**config.mk**
```make
export PLATFORM = sky130hd
export DESIGN_NAME = gate_sweep_unit_flat
export DESIGN_NICKNAME = d
export VERILOG_FILES = /design/src/rtl/gate_pkg.sv /design/src/rtl/gate_sweep_unit_if.sv /design/src/rtl/gate_core.sv /design/src/rtl/gate_sweep_unit.sv /design/src/flat_wrapper.sv
export SDC_FILE = /design/constraint.sdc
export NUM_CORES = 1
export LEC_CHECK = 0
export BUFFER_PORTS_ARGS = -buffer_cell sky130_fd_sc_hd__clkbuf_2
export CORE_MARGIN = 2
export CORE_UTILIZATION = 55
export CTS_CLUSTER_DIAMETER = 30
export CTS_CLUSTER_SIZE = 28
export DETAILED_ROUTE_END_ITERATION = 7
export PLACE_DENSITY = 0.8
export SLEW_MARGIN = 25
export SYNTH_ARGS = -nofsm -noshare
export SYNTH_HDL_FRONTEND = slang
export SYNTH_SLANG_ARGS = --single-unit
```
**constraint.sdc**
```tcl
create_clock -name clk -period 3.8 [get_ports clk]
set_input_delay 0.19 -clock clk [delete_from_list [all_inputs] [get_ports clk]]
set_output_delay 0.19 -clock clk [all_outputs]
set_load 0.03 [all_outputs]
```
**src/rtl/gate_pkg.sv**
```systemverilog
// gate_pkg
// Shared definitions for the gate sweep slice: operation codes, sweeper
// FSM encoding, the largest supported input count and a helper that turns
// an input count into a truth-table width.
// No ports; imported by gate_core, gate_sweep_unit_if and gate_sweep_unit.
package gate_pkg;

  localparam int MAX_N_IN = 4;

  localparam logic [2:0] OP_AND  = 3'd0;
  localparam logic [2:0] OP_OR   = 3'd1;
  localparam logic [2:0] OP_NAND = 3'd2;
  localparam logic [2:0] OP_NOR  = 3'd3;
  localparam logic [2:0] OP_XOR  = 3'd4;
  localparam logic [2:0] OP_XNOR = 3'd5;
  localparam logic [2:0] OP_NOT  = 3'd6;
  localparam logic [2:0] OP_BUF  = 3'd7;

  typedef enum logic [1:0] {
    ST_IDLE  = 2'd0,
    ST_SWEEP = 2'd1,
    ST_DONE  = 2'd2
  } state_t;

  // One truth-table bit per input combination.
  function automatic int ttWidth(input int nIn);
    return 1 << nIn;
  endfunction

endpackage

```
**src/rtl/gate_sweep_unit_if.sv**
```systemverilog
// gate_sweep_unit_if
// Request/result bundle between a stimulus source (master) and the gate
// sweeper (slave).
//   start, op        master -> slave  sweep request and operation code
//   busy, done       slave -> master  sweep in progress / completion pulse
//   vec, s           slave -> master  applied input combination, live output
//   truth            slave -> master  captured truth table
// With GATE_CHECK_EN defined two more signals exist:
//   expect_tt        master -> slave  reference truth table
//   match            slave -> master  registered truth == expect_tt
// The reference is called expect_tt because "expect" is a reserved word.
interface gate_sweep_unit_if #(parameter int N_IN = 2);
  import gate_pkg::*;

  localparam int TT_W = ttWidth(N_IN);

  logic              start;
  logic [2:0]        op;
  logic              busy;
  logic              done;
  logic [N_IN-1:0]   vec;
  logic              s;
  logic [TT_W-1:0]   truth;
`ifdef GATE_CHECK_EN
  logic [TT_W-1:0]   expect_tt;
  logic              match;

  modport master (output start, op, expect_tt,
                  input  busy, done, vec, s, truth, match);
  modport slave  (input  start, op, expect_tt,
                  output busy, done, vec, s, truth, match);
`else
  modport master (output start, op,
                  input  busy, done, vec, s, truth);
  modport slave  (input  start, op,
                  output busy, done, vec, s, truth);
`endif

endinterface

```
**src/rtl/gate_core.sv**
```systemverilog
// gate_core
// Purely combinational N-input gate selectable by a 3-bit operation code.
// Reusable on its own, independent of the sweeper.
//   op   in  3     operation code (gate_pkg OP_*)
//   vec  in  N_IN  gate inputs
//   s    out 1     gate output
// AND..XNOR reduce over every bit of vec; NOT and BUF look at vec[0] only.
module gate_core
  import gate_pkg::*;
#(
  parameter int N_IN = 2
) (
  input  logic [2:0]      op,
  input  logic [N_IN-1:0] vec,
  output logic            s
);

  // Select the requested reduction of the input vector.
  always_comb begin
    s = 1'b0;
    case (op)
      OP_AND:  s = &vec;
      OP_OR:   s = |vec;
      OP_NAND: s = ~&vec;
      OP_NOR:  s = ~|vec;
      OP_XOR:  s = ^vec;
      OP_XNOR: s = ~^vec;
      OP_NOT:  s = ~vec[0];
      OP_BUF:  s = vec[0];
      default: s = 1'b0;
    endcase
  end

endmodule

```
**src/rtl/gate_sweep_unit.sv**
```systemverilog
// gate_sweep_unit
// Truth-table generator: on an accepted start it latches op, walks vec
// through every input combination one per clock, records the gate output
// of each into truth and raises done for one cycle.
//   clk    in  1  rising-edge clock
//   rst_n  in  1  synchronous active-low reset
//   bus    slave modport of gate_sweep_unit_if (start, op, busy, done,
//                 vec, s, truth, plus expect_tt/match when enabled)
// Optional feature macro: GATE_CHECK_EN adds a registered comparison of
// the finished truth table against expect_tt.
module gate_sweep_unit
  import gate_pkg::*;
#(
  parameter int N_IN = 2
) (
  input  logic            clk,
  input  logic            rst_n,
  gate_sweep_unit_if.slave bus
);

  localparam int TT_W = ttWidth(N_IN);
  localparam logic [N_IN-1:0] VEC_LAST = '1;
  localparam logic [N_IN-1:0] VEC_ONE  = N_IN'(1);

  generate
    if (N_IN < 1 || N_IN > MAX_N_IN) begin : g_badNIn
      $error("gate_sweep_unit: N_IN=%0d is outside 1..%0d", N_IN, MAX_N_IN);
    end
  endgenerate

  state_t          r_state;
  logic            r_busy;
  logic            r_done;
  logic [2:0]      r_op;
  logic [N_IN-1:0] r_vec;
  logic [TT_W-1:0] r_truth;
  logic            w_s;
  logic [TT_W-1:0] w_truthNext;
`ifdef GATE_CHECK_EN
  logic            r_match;
`endif

  gate_core #(
    .N_IN (N_IN)
  ) u_core (
    .op  (r_op),
    .vec (r_vec),
    .s   (w_s)
  );

  // Truth table as it will look after the current sweep edge; also the
  // value compared at DONE entry so the last bit is included.
  always_comb begin
    w_truthNext        = r_truth;
    w_truthNext[r_vec] = w_s;
  end

  // Sweeper FSM. Every output is a register updated here; done defaults
  // low so it can only ever be a single-cycle pulse.
  always_ff @(posedge clk) begin
    if (!rst_n) begin
      r_state <= ST_IDLE;
      r_busy  <= 1'b0;
      r_done  <= 1'b0;
      r_op    <= OP_AND;
      r_vec   <= '0;
      r_truth <= '0;
`ifdef GATE_CHECK_EN
      r_match <= 1'b0;
`endif
    end else begin
      r_done <= 1'b0;
      case (r_state)
        ST_IDLE: begin
          if (bus.start) begin
            r_state <= ST_SWEEP;
            r_busy  <= 1'b1;
            r_op    <= bus.op;
            r_vec   <= '0;
            r_truth <= '0;
`ifdef GATE_CHECK_EN
            r_match <= 1'b0;
`endif
          end
        end
        ST_SWEEP: begin
          r_truth <= w_truthNext;
          if (r_vec != VEC_LAST) begin
            r_vec <= r_vec + VEC_ONE;
          end else begin
            r_state <= ST_DONE;
            r_busy  <= 1'b0;
            r_done  <= 1'b1;
`ifdef GATE_CHECK_EN
            r_match <= (w_truthNext == bus.expect_tt);
`endif
          end
        end
        ST_DONE: begin
          r_state <= ST_IDLE;
        end
        default: begin
          r_state <= ST_IDLE;
          r_busy  <= 1'b0;
        end
      endcase
    end
  end

  assign bus.busy  = r_busy;
  assign bus.done  = r_done;
  assign bus.vec   = r_vec;
  assign bus.s     = w_s;
  assign bus.truth = r_truth;
`ifdef GATE_CHECK_EN
  assign bus.match = r_match;
`endif

endmodule

```
**src/flat_wrapper.sv**
```systemverilog
// flat-port wrapper written by rule: the top's interface ports become plain ports
module gate_sweep_unit_flat import gate_pkg::*;
#(
  parameter int N_IN = 2
)
  (clk, rst_n, bus_start, bus_op, bus_busy, bus_done, bus_vec, bus_s, bus_truth);
  gate_sweep_unit_if #(.N_IN(N_IN)) bus_i ();
  input  logic clk;
  input  logic rst_n;
  input wire logic [$bits(bus_i.start)-1:0] bus_start;
  input wire logic [$bits(bus_i.op)-1:0] bus_op;
  output wire logic [$bits(bus_i.busy)-1:0] bus_busy;
  output wire logic [$bits(bus_i.done)-1:0] bus_done;
  output wire logic [$bits(bus_i.vec)-1:0] bus_vec;
  output wire logic [$bits(bus_i.s)-1:0] bus_s;
  output wire logic [$bits(bus_i.truth)-1:0] bus_truth;
  assign bus_i.start = bus_start;
  assign bus_i.op = bus_op;
  assign bus_busy = bus_i.busy;
  assign bus_done = bus_i.done;
  assign bus_vec = bus_i.vec;
  assign bus_s = bus_i.s;
  assign bus_truth = bus_i.truth;
  gate_sweep_unit #(.N_IN(N_IN)) u_core (.clk(clk), .rst_n(rst_n), .bus(bus_i));
endmodule
```
# Word-level counts from Yosys, hierarchy flattened

Cells that the tools add are included.

$lt $le $gt $ge: 2
Mux-type cells: 16
Eq/ne operators: 13
Add/sub/neg operators: 1
Bitwise operators: 2
Reduce and logical (&&, ||, !) cells: 16

Operators by type and width:

| kind                                                              | number |
|---|---|
| == test 3 bit, second input constant                              | 4 |
| AND reduction 2 bit                                               | 5 |
| two-way mux 2 bit                                                 | 4 |
| case mux 1 bit (8 select lines)                                   | 1 |
| case mux 2 bit (2 select lines)                                   | 2 |
| case mux 4 bit (2 select lines)                                   | 1 |
| == test 3 x 2 -> 1 bit, second input constant                     | 2 |
| inequality test 2 bit, second input constant                      | 3 |
| AND reduction 3 bit                                               | 2 |
| bitwise mux 4 bit                                                 | 1 |
| two-way mux 1 bit                                                 | 4 |
| two-way mux 4 bit                                                 | 1 |
| == test 3 x 1 -> 1 bit, second input constant                     | 1 |
| logical NOT 3 bit                                                 | 1 |
| < comparator 2 x 3 -> 1 bit, second input constant                | 1 |
| case mux 1 bit (3 select lines)                                   | 1 |
| adder 2 x 1 -> 2 bit, second input constant                       | 1 |
| demux 1 bit (select 2 bit)                                        | 1 |
| == test 2 x 1 -> 1 bit, second input constant                     | 1 |
| == test 2 bit, second input constant                              | 1 |
| greater-or-equal comparator 2 x 1 -> 1 bit, second input constant | 1 |
| logical NOT 1 bit                                                 | 2 |
| logical NOT 2 bit                                                 | 1 |
| inequality test 2 x 1 -> 1 bit, second input constant             | 1 |
| other kinds (6)                                                   | 7 |

Register bits: 13
Input port bits: 6
Logic and storage cells: 56
Output and inout bits: 9

# Longest topological paths before layout

Gate-level depths: netlist of the first run.

Word-level depth: 6
Mapped depth: 6
Gate-level depth less buffers: 6

# By module

From an unflattened synthesis of the first run, not the netlist that was laid out.

Cells, all modules: 75
Area total of the unflattened synthesis: 699.4 um^2

By module, submodules not included:

| module          | times used | cells an instance | area an instance (um^2) |
|---|---|---|---|
| gate_sweep_unit | 1          | 60                | 584.3 |
| gate_core       | 1          | 15                | 115.1 |

# Worst setup path after synthesis of the first run

OpenSTA, ideal clock, no wires.

Path kind: reg-to-output
Start: reg u_core.r_vec[0], in the netlist u_core.bus.vec[0]
End: out bus_s
Buffers on the path: 0
Data required time: 3.610 ns
Cell stages (with the launch flop): 7
Setup slack: 1.849 ns
Arrival time: 1.761 ns
Cells stage by stage: dfxtp_1 > inv_1 > ha_1 > nor2b_1 > nor3_1 > or3b_4 > nand2_1

Longest elaborated chain between the ends: 3
Elaborated cells on any way between the ends: 8
Those cells by class: mux (1); bitwise (1); reduce/logical (6)

Ends and longest elaborated chain:

| what                                                      | line                             | RTL |
|---|---|---|
| from (decl)                                               | gate_sweep_unit.sv:35            | `logic [N_IN-1:0] r_vec;` |
| from (signal assigned)                                    | gate_sweep_unit.sv:89            | `r_vec <= r_vec + VEC_ONE;` |
| OR reduction 2 bit or AND reduction 2 bit (tied branches) | n/a                              |  |
| logical NOT 1 bit (on tied branches)                      | gate_core.sv:25, gate_core.sv:24 |  |
| case mux 1 bit (8 select lines) *                         | gate_core.sv:21                  | `case (op)` |
| to (decl)                                                 | flat_wrapper.sv:15               | `output wire logic [$bits(bus_i.s)-1:0] bus_s;` |

Every way passes the cells marked *; elsewhere a longest branch is shown, timed or not.

# Worst setup path after layout of the first run

Same ends and word-level chain as after synthesis.

==> flow_metrics.tcl, run 1 <==
set metrics [dict create \
    die_area_um2 1620 \
    setup.worst_path.start_class "register" \
    antenna_found_initial 0 \
    p_per_area_nw_per_um2 355 \
    globalRouteOverflowTotal 0 \
    vias_per_cell 5.54 \
    clock_insertion_delay_worst_skew_ns 0.28 \
    asyncSetResetFlopFracSynth_pct 0 \
    number_of_flops_mapped_to_enable_cells_by_yosys 0 \
    netlist_area_um2 723 \
    detail_route.wirelength_um 1490 \
    antenna_cells 0 \
    worst_setup_hold_path_clk_slew_ns 0.08 \
    htree_levels 1 \
    min_path_type "input port to register" \
    core-area_um2 1270 \
    worstHoldStart "bus_op[1]" \
    dr.pass1.iters 4 \
    postCtsSetupRepairBufs 0 \
    holdPathStages 3 \
    worst-r2r-cell-count 5 \
    unrepaired_setup_endpoints_after_global_routing "false" \
    num-fill-cells 124 \
    die_width_um 40.3 \
    io_buffer_count 14 \
    tritoncts.num_buffers 3 \
    regToRegEndpoint "u_core.bus.truth[0]$_SDFFE_PN0P_" \
    period_minus_slack_ns 2.28 \
    post_drt_wl_per_cell_um 12.6 \
    timing.max_cap.violations 0 \
    cts_sinks 13 \
    gp_congestion 0.805 \
    synth_top_cells_by_area "sky130_fd_sc_hd__dfxtp_1 36%, sky130_fd_sc_hd__ha_1 6.9%, sky130_fd_sc_hd__nor2b_1 6.9%" \
    end_kind "output pin" \
    root_buffer "sky130_fd_sc_hd__clkbuf_4" \
    grt_pass1_vias 506 \
    synth_cell_type_count 29 \
    cp.required_ns 3.61 \
    data_arrival_at_the_endpoint_of_the_critical_path_ns 2.09 \
    max-vdd-ir-drop_mv 0.233 \
    final_common_cell "sky130_fd_sc_hd__clkbuf_2" \
    tns_ns 0 \
    fin_nets 114 \
    synth_fp_nets 98 \
    io-pin-count 15 \
    die_h_um 40.3 \
    yosys_register_bits 13 \
    globalRouteTotalUtil_pct 21.0 \
    ys.flop_type "sky130_fd_sc_hd__dfxtp_1" \
    area_growth_from_synthesis_to_final_layout_pct 12.8 \
    multi_input_comb_area_um2 425 \
    hold_end "u_core.r_op[1]$_SDFFE_PN0P_" \
    seq_area_frac_synth_pct 36.0 \
    r2r-start "u_core.bus.vec[0]$_SDFFE_PN0P_" \
    highest_clock_rate_ghz 0.439 \
    run_status "finished, final reports clean" \
    sequential_standard_cell_area_um2 260 \
    cts-resized-gates 0 \
    syn-mean-instance-area_um2 8.22 \
    post_route_cells_drive_above_1_share_pct 19.4 \
    worst-slew-pin-transition_ns 0.475 \
    post_route_ant_nets 0 \
    rows 13 \
    timing.final.crit_share_pct 59.9 \
    cts_tree "built" \
    synth.largest_area_cell "sky130_fd_sc_hd__dfxtp_1" \
    final-hold-violation-count 0 \
    synth_top_area_share_pct 36.0 \
    critical_path_peak_fanout 11 \
    yosysWarnings 0 \
    fin_skew_ns 0.00423 \
    power.leakage_nw 0.367 \
    final_cell_count_no_fill 118 \
    setup_viol 0 \
    cts_buffer_depth 2 \
    worst-setup-path-type "register to output pin" \
    timing.reg2reg.setup_slack_ns 1.94 \
    timing_max_transition_violations_final 0 \
    route.detailed.drc 0 \
    grt_start_max_net_pins 16 \
    place.detailed.instances 114 \
    layout_common_cells "14 x sky130_fd_sc_hd__clkbuf_2, 13 x sky130_fd_sc_hd__dfxtp_1, 9 x sky130_fd_sc_hd__nand2_1" \
    num_vias 654 \
    drt_iter0_drc 12 \
    timing.slew.headroom_pct 68.3 \
    global_route_wire_length_before_repair_um 2220 \
    dp_hpwl_um 1110 \
    start_util_pct 57.0 \
    ctsHoldBuffers 0 \
    synthesis.instances 88 \
]
-- synthesized netlist by cell type (2+ instances only) --
cell type,n
sky130_fd_sc_hd__nor3_1,2
sky130_fd_sc_hd__ha_1,4
sky130_fd_sc_hd__nand2b_1,4
sky130_fd_sc_hd__nor2_1,7
sky130_fd_sc_hd__dfxtp_1,13
sky130_fd_sc_hd__nor2b_1,8
sky130_fd_sc_hd__and3_1,2
sky130_fd_sc_hd__a21o_1,2
sky130_fd_sc_hd__o21ai_0,8
sky130_fd_sc_hd__nand2_1,9
sky130_fd_sc_hd__a41oi_1,3
sky130_fd_sc_hd__inv_1,4
sky130_fd_sc_hd__a21oi_1,6
-- where the power goes --
group,leakage (nW),switching [mW],internal (mW)
logic,0.246,0.0319,0.0207
registers,0.106,0.00838,0.143
clock network,0.0150,0.0457,0.0407
-- registers in the layout, summed over array words and instances (netlist names) --
register	flops
u_core.r_state	2
u_core.bus.truth	4
u_core.bus.vec	2
u_core.bus.busy	1
u_core.bus.done	1
u_core.r_op	3
-- metal layers --
| layer | vias up | track usage, % | routed length [um] |
|---|---|---|---|
| met5 | - | 0 | 0 |
| met4 | 0 | 10.0 | 19 |
| met3 | 4 | 3.33 | 83 |
| li1 | 341 | - | - |
| met1 | 289 | 28.5 | 697 |
| met2 | 20 | 32.3 | 688 |
-- stage by stage --
stage | util (%) | area, um2 | hold WS [ns] | total power, mW | setup WS (ns)
4_1_cts | 64.3 | 816 | 0.124 | 0.291 | 1.53
3_3_place_gp | 62.2 | 790 | 0.416 | 0.205 | 1.92
2_1_floorplan | - | 723 | 0.323 | 0.192 | 1.85
5_1_grt | 64.3 | 816 | 0.141 | 0.303 | 1.42
3_5_place_dp | 62.2 | 790 | 0.419 | 0.207 | 1.84
6_report | 64.3 | 816 | 0.126 | 0.290 | 1.52
-- worst max path at each step --
stage | from | to | slack, ns | cells after the start
floorplan | u_core.bus.vec[0]$_SDFFE_PN0P_ | bus_s | 1.85 | 6
global placement | u_core.bus.vec[0]$_SDFFE_PN0P_ | bus_s | 1.92 | 6
detailed placement | u_core.bus.vec[0]$_SDFFE_PN0P_ | bus_s | 1.84 | 6
CTS | u_core.bus.vec[0]$_SDFFE_PN0P_ | bus_s | 1.53 | 6
global route | u_core.bus.vec[0]$_SDFFE_PN0P_ | bus_s | 1.42 | 6
finish | u_core.bus.vec[0]$_SDFFE_PN0P_ | bus_s | 1.52 | 6
-- logic make-up after synthesis --
kind of cell	after synthesis	share of synthesized area (%)
simple gates	36	26.5
buf+inv	7	5.19
compound gates	28	25.4
flops	13	36.0
fa+ha+maj	4	6.92
-- cell type report --
class	count	share of cell area [%]
sequential	13	31.9
timing repair buffer	14	8.59
inverter	4	1.84
multi-input combinational	68	52.1
tap	15	2.30
clock buffer	4	3.22
-- critical path: stages, from the launching register on --
cell	delay, ns
sky130_fd_sc_hd__dfxtp_1	0.47
sky130_fd_sc_hd__ha_1	0.39
sky130_fd_sc_hd__nor2b_1	0.21
sky130_fd_sc_hd__nor3_1	0.06
sky130_fd_sc_hd__or3b_4	0.40
sky130_fd_sc_hd__nand2_1	0.08
sky130_fd_sc_hd__clkbuf_2	0.20
Note: power is estimated with default switching activity, not from simulation.
==> inputs of run 2 (changes only) <==
Settings changed: ABC_AREA set to 1, CORE_UTILIZATION 55 to 50, PLACE_DENSITY 0.8 to 0.74.
Clock period 3.8 ns to 2.2 ns, I/O delays scaled along.
==> run 2 against run 1 <==
Compared with the run above:
- non-clock buffer count is the same
- setup slack got worse by 1.2 ns
- global-route usage shrank 1.8 points
- routed wire length decreased by 11%
- synthesized area decreased by 5.0%
- register-to-register slack worse by 1.2 ns
- synthesized cell count rose by 9.1%
- hold slack got worse by 0.039 ns
- critical path type unchanged
- critical path depth increased by 2
==> flow_metrics.tcl, run 2 <==
set metrics [dict create \
    die_h_um 41.1 \
    setup_slack_ns 0.317 \
    drt_iter0_drc 11 \
    timing.reg2reg.setup_slack_ns 0.70 \
    num_vias 635 \
    root_buffer "sky130_fd_sc_hd__clkbuf_4" \
    path_delay_family "flip-flops" \
    min_path_type "input port to register" \
    synth_top_area_share_pct 37.9 \
    rows 13 \
    setup_viol 0 \
    gp_congestion 0.878 \
    antenna_cells 0 \
    core-area_um2 1280 \
    synthesis.instances 96 \
    critPathLaunch "u_core.bus.vec[0]$_SDFFE_PN0P_" \
    worst-slew-pin-transition_ns 0.304 \
    seq_area_frac_synth_pct 37.9 \
    power.leakage_nw 0.399 \
    fin_area_um2 791 \
    worstHoldStart "bus_op[2]" \
    data_arrival_at_the_endpoint_of_the_critical_path_ns 1.77 \
    grt-busiest-layer "met2" \
    num-fill-cells 118 \
    ctsHoldBuffers 0 \
    die_area_um2 1690 \
    period_minus_slack_ns 1.88 \
    holdPathStages 3 \
    tritoncts.num_buffers 3 \
    netlist_area_um2 687 \
    synth_fp_nets 106 \
    end_kind "output pin" \
    post_dp_cell_area_um2 764 \
    final-hold-violation-count 0 \
    highest_clock_rate_ghz 0.531 \
    cts_buffer_depth 2 \
    worst_setup_hold_path_clk_slew_ns 0.08 \
    timing.max_cap.violations 0 \
    vias_per_cell 4.96 \
    layout_common_cells "17 x sky130_fd_sc_hd__nand2_1, 14 x sky130_fd_sc_hd__clkbuf_2, 13 x sky130_fd_sc_hd__inv_1, 13 x sky130_fd_sc_hd__dfxtp_1, 11 x sky130_fd_sc_hd__nor2_1" \
    fin_skew_ns 0.000266 \
    grt_use_met2_pct 28.5 \
    critical_path_peak_fanout 6 \
    setup.worst_path.start_class "register" \
    tns_ns 0 \
    timing_max_transition_violations_final 0 \
    p_per_area_nw_per_um2 658 \
    globalRouteTotalUtil_pct 19.2 \
    yosys_register_bits 13 \
    hold_end "u_core.r_op[2]$_SDFFE_PN0P_" \
    cts-resized-gates 0 \
    cpPeakStageDelay_ns 0.43 \
    number_of_flops_mapped_to_enable_cells_by_yosys 0 \
    post-synth-top-count-cell "sky130_fd_sc_hd__nand2_1" \
    pre_cts_ws_ns 0.632 \
    cts_sinks 13 \
    cp.required_ns 2.09 \
    io_buffer_count 14 \
    synth_cell_type_count 17 \
    post_route_ant_nets 0 \
    dr.pass1.iters 4 \
    global_route_wire_length_before_repair_um 2060 \
    regToRegEndpoint "u_core.bus.truth[2]$_SDFFE_PN0P_" \
    asyncSetResetFlopFracSynth_pct 0 \
    timing.slew.headroom_pct 79.7 \
    crit_buf_inv 3 \
    unrepaired_setup_endpoints_after_global_routing "false" \
    run_status "finished, final reports clean" \
    grt_util_met1_pct 24.0 \
    grt_start_max_net_pins 12 \
    htree_levels 1 \
    max-vdd-ir-drop_mv 0.499 \
    ys.flop_type "sky130_fd_sc_hd__dfxtp_1" \
    area_growth_from_synthesis_to_final_layout_pct 15.1 \
    critical-path-slowest-cell "sky130_fd_sc_hd__dfxtp_1" \
    io-pin-count 15 \
    worst-setup-path-type "register to output pin" \
    use_met3_pct 9.78 \
    detail_route.wirelength_um 1320 \
    final_common_cell "sky130_fd_sc_hd__nand2_1" \
    post_route_cells_drive_above_1_share_pct 27.4 \
    timing.final.crit_share_pct 85.6 \
    start_util_pct 53.5 \
    synth.largest_area_cell "sky130_fd_sc_hd__dfxtp_1" \
    synth_top_cells_by_count "17 x sky130_fd_sc_hd__nand2_1, 13 x sky130_fd_sc_hd__dfxtp_1, 13 x sky130_fd_sc_hd__inv_1, 11 x sky130_fd_sc_hd__nor2_1, 8 x sky130_fd_sc_hd__a21oi_1" \
    worst-r2r-cell-count 9 \
    post_drt_wl_per_cell_um 10.3 \
    cts_tree "built" \
    postCtsSetupRepairBufs 0 \
    dp_hpwl_um 980 \
    fin_nets 124 \
    yosysWarnings 0 \
    antenna_found_initial 0 \
    max_ffs_per_register 4 \
    crit_chain "inv_1 -> ha_1 -> inv_1 -> nand2_1 -> nand3_1 -> nand3_2 -> nand3_1 -> clkbuf_2" \
    die_width_um 41.1 \
    synth_top_cells_by_area "sky130_fd_sc_hd__dfxtp_1 38%, sky130_fd_sc_hd__nand2_1 9.3%, sky130_fd_sc_hd__ha_1 7.3%" \
    syn-mean-instance-area_um2 7.16 \
    r2r-start "u_core.bus.vec[0]$_SDFFE_PN0P_" \
    globalRouteOverflowTotal 0 \
    grt_pass1_vias 489 \
    route.detailed.drc 0 \
    clock_insertion_delay_worst_skew_ns 0.27 \
]
-- run 2: per-layer routing --
layer	vias to the layer above	wire, um
li1	336	-
met1	279	623
met2	18	609
met3	2	81
met4	0	10
met5	-	0
-- run 2: metrics by stage --
stage               hold slack, ns  std cells  total power [mW]  utilization (%)
detailed placement           0.373        124             0.380             59.5
global placement             0.361        124             0.379             59.5
global route                 0.115        128             0.558             61.5
finish                      0.0871        128             0.520             61.5
CTS                         0.0852        128             0.526             61.5
floorplan                    0.246         96             0.355                -
-- run 2: kinds of logic (layout without fill, tap and decap cells) --
logic type                 Yosys count  count (layout)  share of synthesized area [%]
adders and majority gates            4               4                           7.29
and+or+nand+nor                     46              46                           32.6
DFF                                 13              13                           37.9
AOI/OAI and AO/OA                   14              14                           10.7
buffers and inverters               19              36                           11.5
-- run 2: worst reg2reg max path: stages, from the launching register on --
cell and delay, ns:
sky130_fd_sc_hd__dfxtp_1 0.43, sky130_fd_sc_hd__inv_1 0.13, sky130_fd_sc_hd__ha_1 0.33, sky130_fd_sc_hd__inv_1 0.05
sky130_fd_sc_hd__nand2_1 0.06, sky130_fd_sc_hd__nand3_1 0.08, sky130_fd_sc_hd__nand3_2 0.13, sky130_fd_sc_hd__nand4_1 0.10
sky130_fd_sc_hd__nand2_1 0.08, sky130_fd_sc_hd__inv_1 0.03
-- run 2: final cells by class --
type	count	area (um2)	area share, %
clock buffers	4	26.3	3.32
flip-flops and latches	13	260	32.9
repair buffers	14	70.1	8.86
well taps	15	18.8	2.37
inverters	18	67.6	8.54
multi-input cells	64	348	44.0
-- run 2: worst max-delay path by stage --
stage               slack (ns)    end  depth (start not counted)
floorplan                 0.53  bus_s                          7
global placement          0.70  bus_s                          8
detailed placement        0.63  bus_s                          8
CTS                       0.31  bus_s                          8
global route              0.15  bus_s                          8
finish                    0.32  bus_s                          8
-- run 2: power breakdown --
group / internal, mW / switching, mW
Clock: 0.0702 / 0.0745
Combinational: 0.0368 / 0.0779
Sequential: 0.248 / 0.0127
==> inputs of run 3 (changes only) <==
Settings changed: CORE_MARGIN 2 to unset.
==> run 3 against run 2 <==
Compared with the run above:
- non-clock buffer count did not move
- power barely moved
- core utilization rose by 5.0 points
- maximum frequency rose by 1.2%
- largest power group unchanged
==> flow_metrics.tcl, run 3 (synthesis results as in run 2) <==
set metrics [dict create \
    run_status "finished, final reports clean" \
    start_util_pct 57.9 \
    holdPathStages 3 \
    timing.max_cap.violations 0 \
    io-pin-count 15 \
    root_buffer "sky130_fd_sc_hd__clkbuf_4" \
    min_path_type "input port to register" \
    unrepaired_setup_endpoints_after_global_routing "false" \
    fin_skew_ns 0.00115 \
    timing.slew.headroom_pct 81.2 \
    die_h_um 39.1 \
    crit_chain "inv_1 -> ha_1 -> inv_1 -> nand2_1 -> nand3_1 -> nand3_2 -> nand3_1 -> clkbuf_2" \
    sequential_standard_cell_area_um2 260 \
    cts_sinks 13 \
    num_vias 622 \
    worst-r2r-cell-count 9 \
    setup_viol 0 \
    p_per_area_nw_per_um2 660 \
    detail_route.wirelength_um 1280 \
    max_ffs_per_register 4 \
    cpPeakStageDelay_ns 0.42 \
    timing.final.crit_share_pct 84.6 \
    cp.required_ns 2.09 \
    num-fill-cells 122 \
    cts_tree "built" \
    core-area_um2 1190 \
    clock_insertion_delay_worst_skew_ns 0.27 \
    tritoncts.num_buffers 3 \
    highest_clock_rate_ghz 0.538 \
    period_minus_slack_ns 1.86 \
    post_route_ant_nets 0 \
    route.detailed.drc 0 \
    area_growth_from_synthesis_to_final_layout_pct 14.9 \
    fin_worst_hold_slack_ns 0.0914 \
    antenna_found_initial 0 \
    max-vdd-ir-drop_mv 0.334 \
    global_route_wire_length_before_repair_um 2020 \
    worst-slew-pin-transition_ns 0.282 \
    setup.worst_path.start_class "register" \
    critical-path-slowest-cell "sky130_fd_sc_hd__dfxtp_1" \
    cts-resized-gates 0 \
    grt_start_max_net_pins 12 \
    timing_max_transition_violations_final 0 \
    final-hold-violation-count 0 \
    antenna_cells 0 \
    vias_per_cell 4.90 \
    die_area_um2 1530 \
    fin_nets 124 \
    power.leakage_nw 0.399 \
    dp_hpwl_um 991 \
    dr.pass1.iters 4 \
    worst-setup-path-type "register to output pin" \
    io_buffer_count 14 \
    post_route_cells_drive_above_1_share_pct 27.4 \
    globalRouteOverflowTotal 0 \
    postCtsSetupRepairBufs 0 \
    critical_path_peak_fanout 6 \
    layout_common_cells "17 x sky130_fd_sc_hd__nand2_1, 14 x sky130_fd_sc_hd__clkbuf_2, 13 x sky130_fd_sc_hd__inv_1, 13 x sky130_fd_sc_hd__dfxtp_1, 11 x sky130_fd_sc_hd__nor2_1" \
    die_width_um 39.1 \
    multi_input_comb_area_um2 348 \
    worst_setup_hold_path_clk_slew_ns 0.07 \
    gp_congestion 0.886 \
    post_drt_wl_per_cell_um 10.1 \
    htree_levels 1 \
    tns_ns 0 \
    drt_iter0_drc 26 \
    ctsHoldBuffers 0 \
    data_arrival_at_the_endpoint_of_the_critical_path_ns 1.75 \
    grt_pass1_vias 504 \
    cts_buffer_depth 2 \
    globalRouteTotalUtil_pct 20.0 \
    final_common_cell "sky130_fd_sc_hd__nand2_1" \
    end_kind "output pin" \
    rows 12 \
]
==> run 3: cell counts in the layout (fill, tap and decap cells not counted) <==
No cell type changed its count.
==> run 3: power breakdown <==
group	total (mW)	internal, mW	switching, mW
clock	0.145	0.0703	0.0751
combinational	0.114	0.0368	0.0774
sequential	0.261	0.248	0.0129
==> run 3: path summary, 6_finish.rpt <==
check	startpoint	endpoint	slack, ns
max	u_core.bus.vec[0]$_SDFFE_PN0P_	bus_s	0.34
min	bus_op[2]	u_core.r_op[2]$_SDFFE_PN0P_	0.09
max reg2reg	u_core.bus.vec[0]$_SDFFE_PN0P_	u_core.bus.truth[2]$_SDFFE_PN0P_	0.75
min reg2reg	u_core.bus.busy$_SDFFE_PN0P_	u_core.bus.busy$_SDFFE_PN0P_	0.47
==> run 3: per-layer routing <==
layer,wire [um],GRT usage [%]
met1,599,24.8
met2,603,33.3
met3,62,4.05
met4,19,7.76
met5,0,0
==> run 3: worst max-delay path: cells and delay by family (launching register included) <==
family	cells	cell delay, ns
adders and majority gates	1	0.34
buffers and inverters	3	0.38
DFF	1	0.42
and+or+nand+nor	4	0.34
==> run 3: cell type report <==
type	instances	area share, %
clock buffer	4	3.33
inverter	18	8.56
multi-input combinational	64	44.1
sequential	13	33.0
tap	14	2.22
timing repair buffer	14	8.87
==> run 3: stage by stage <==
stage          area, um2  std cells  total power [mW]  utilization, %  setup slack [ns]
3_5_place_dp         763        123             0.381            64.3             0.635
6_report             790        127             0.521            66.6             0.340
3_3_place_gp         763        123             0.379            64.3             0.697
4_1_cts              790        127             0.526            66.6             0.332
2_1_floorplan        687         96             0.355               -             0.527
5_1_grt              790        127             0.552            66.6             0.222
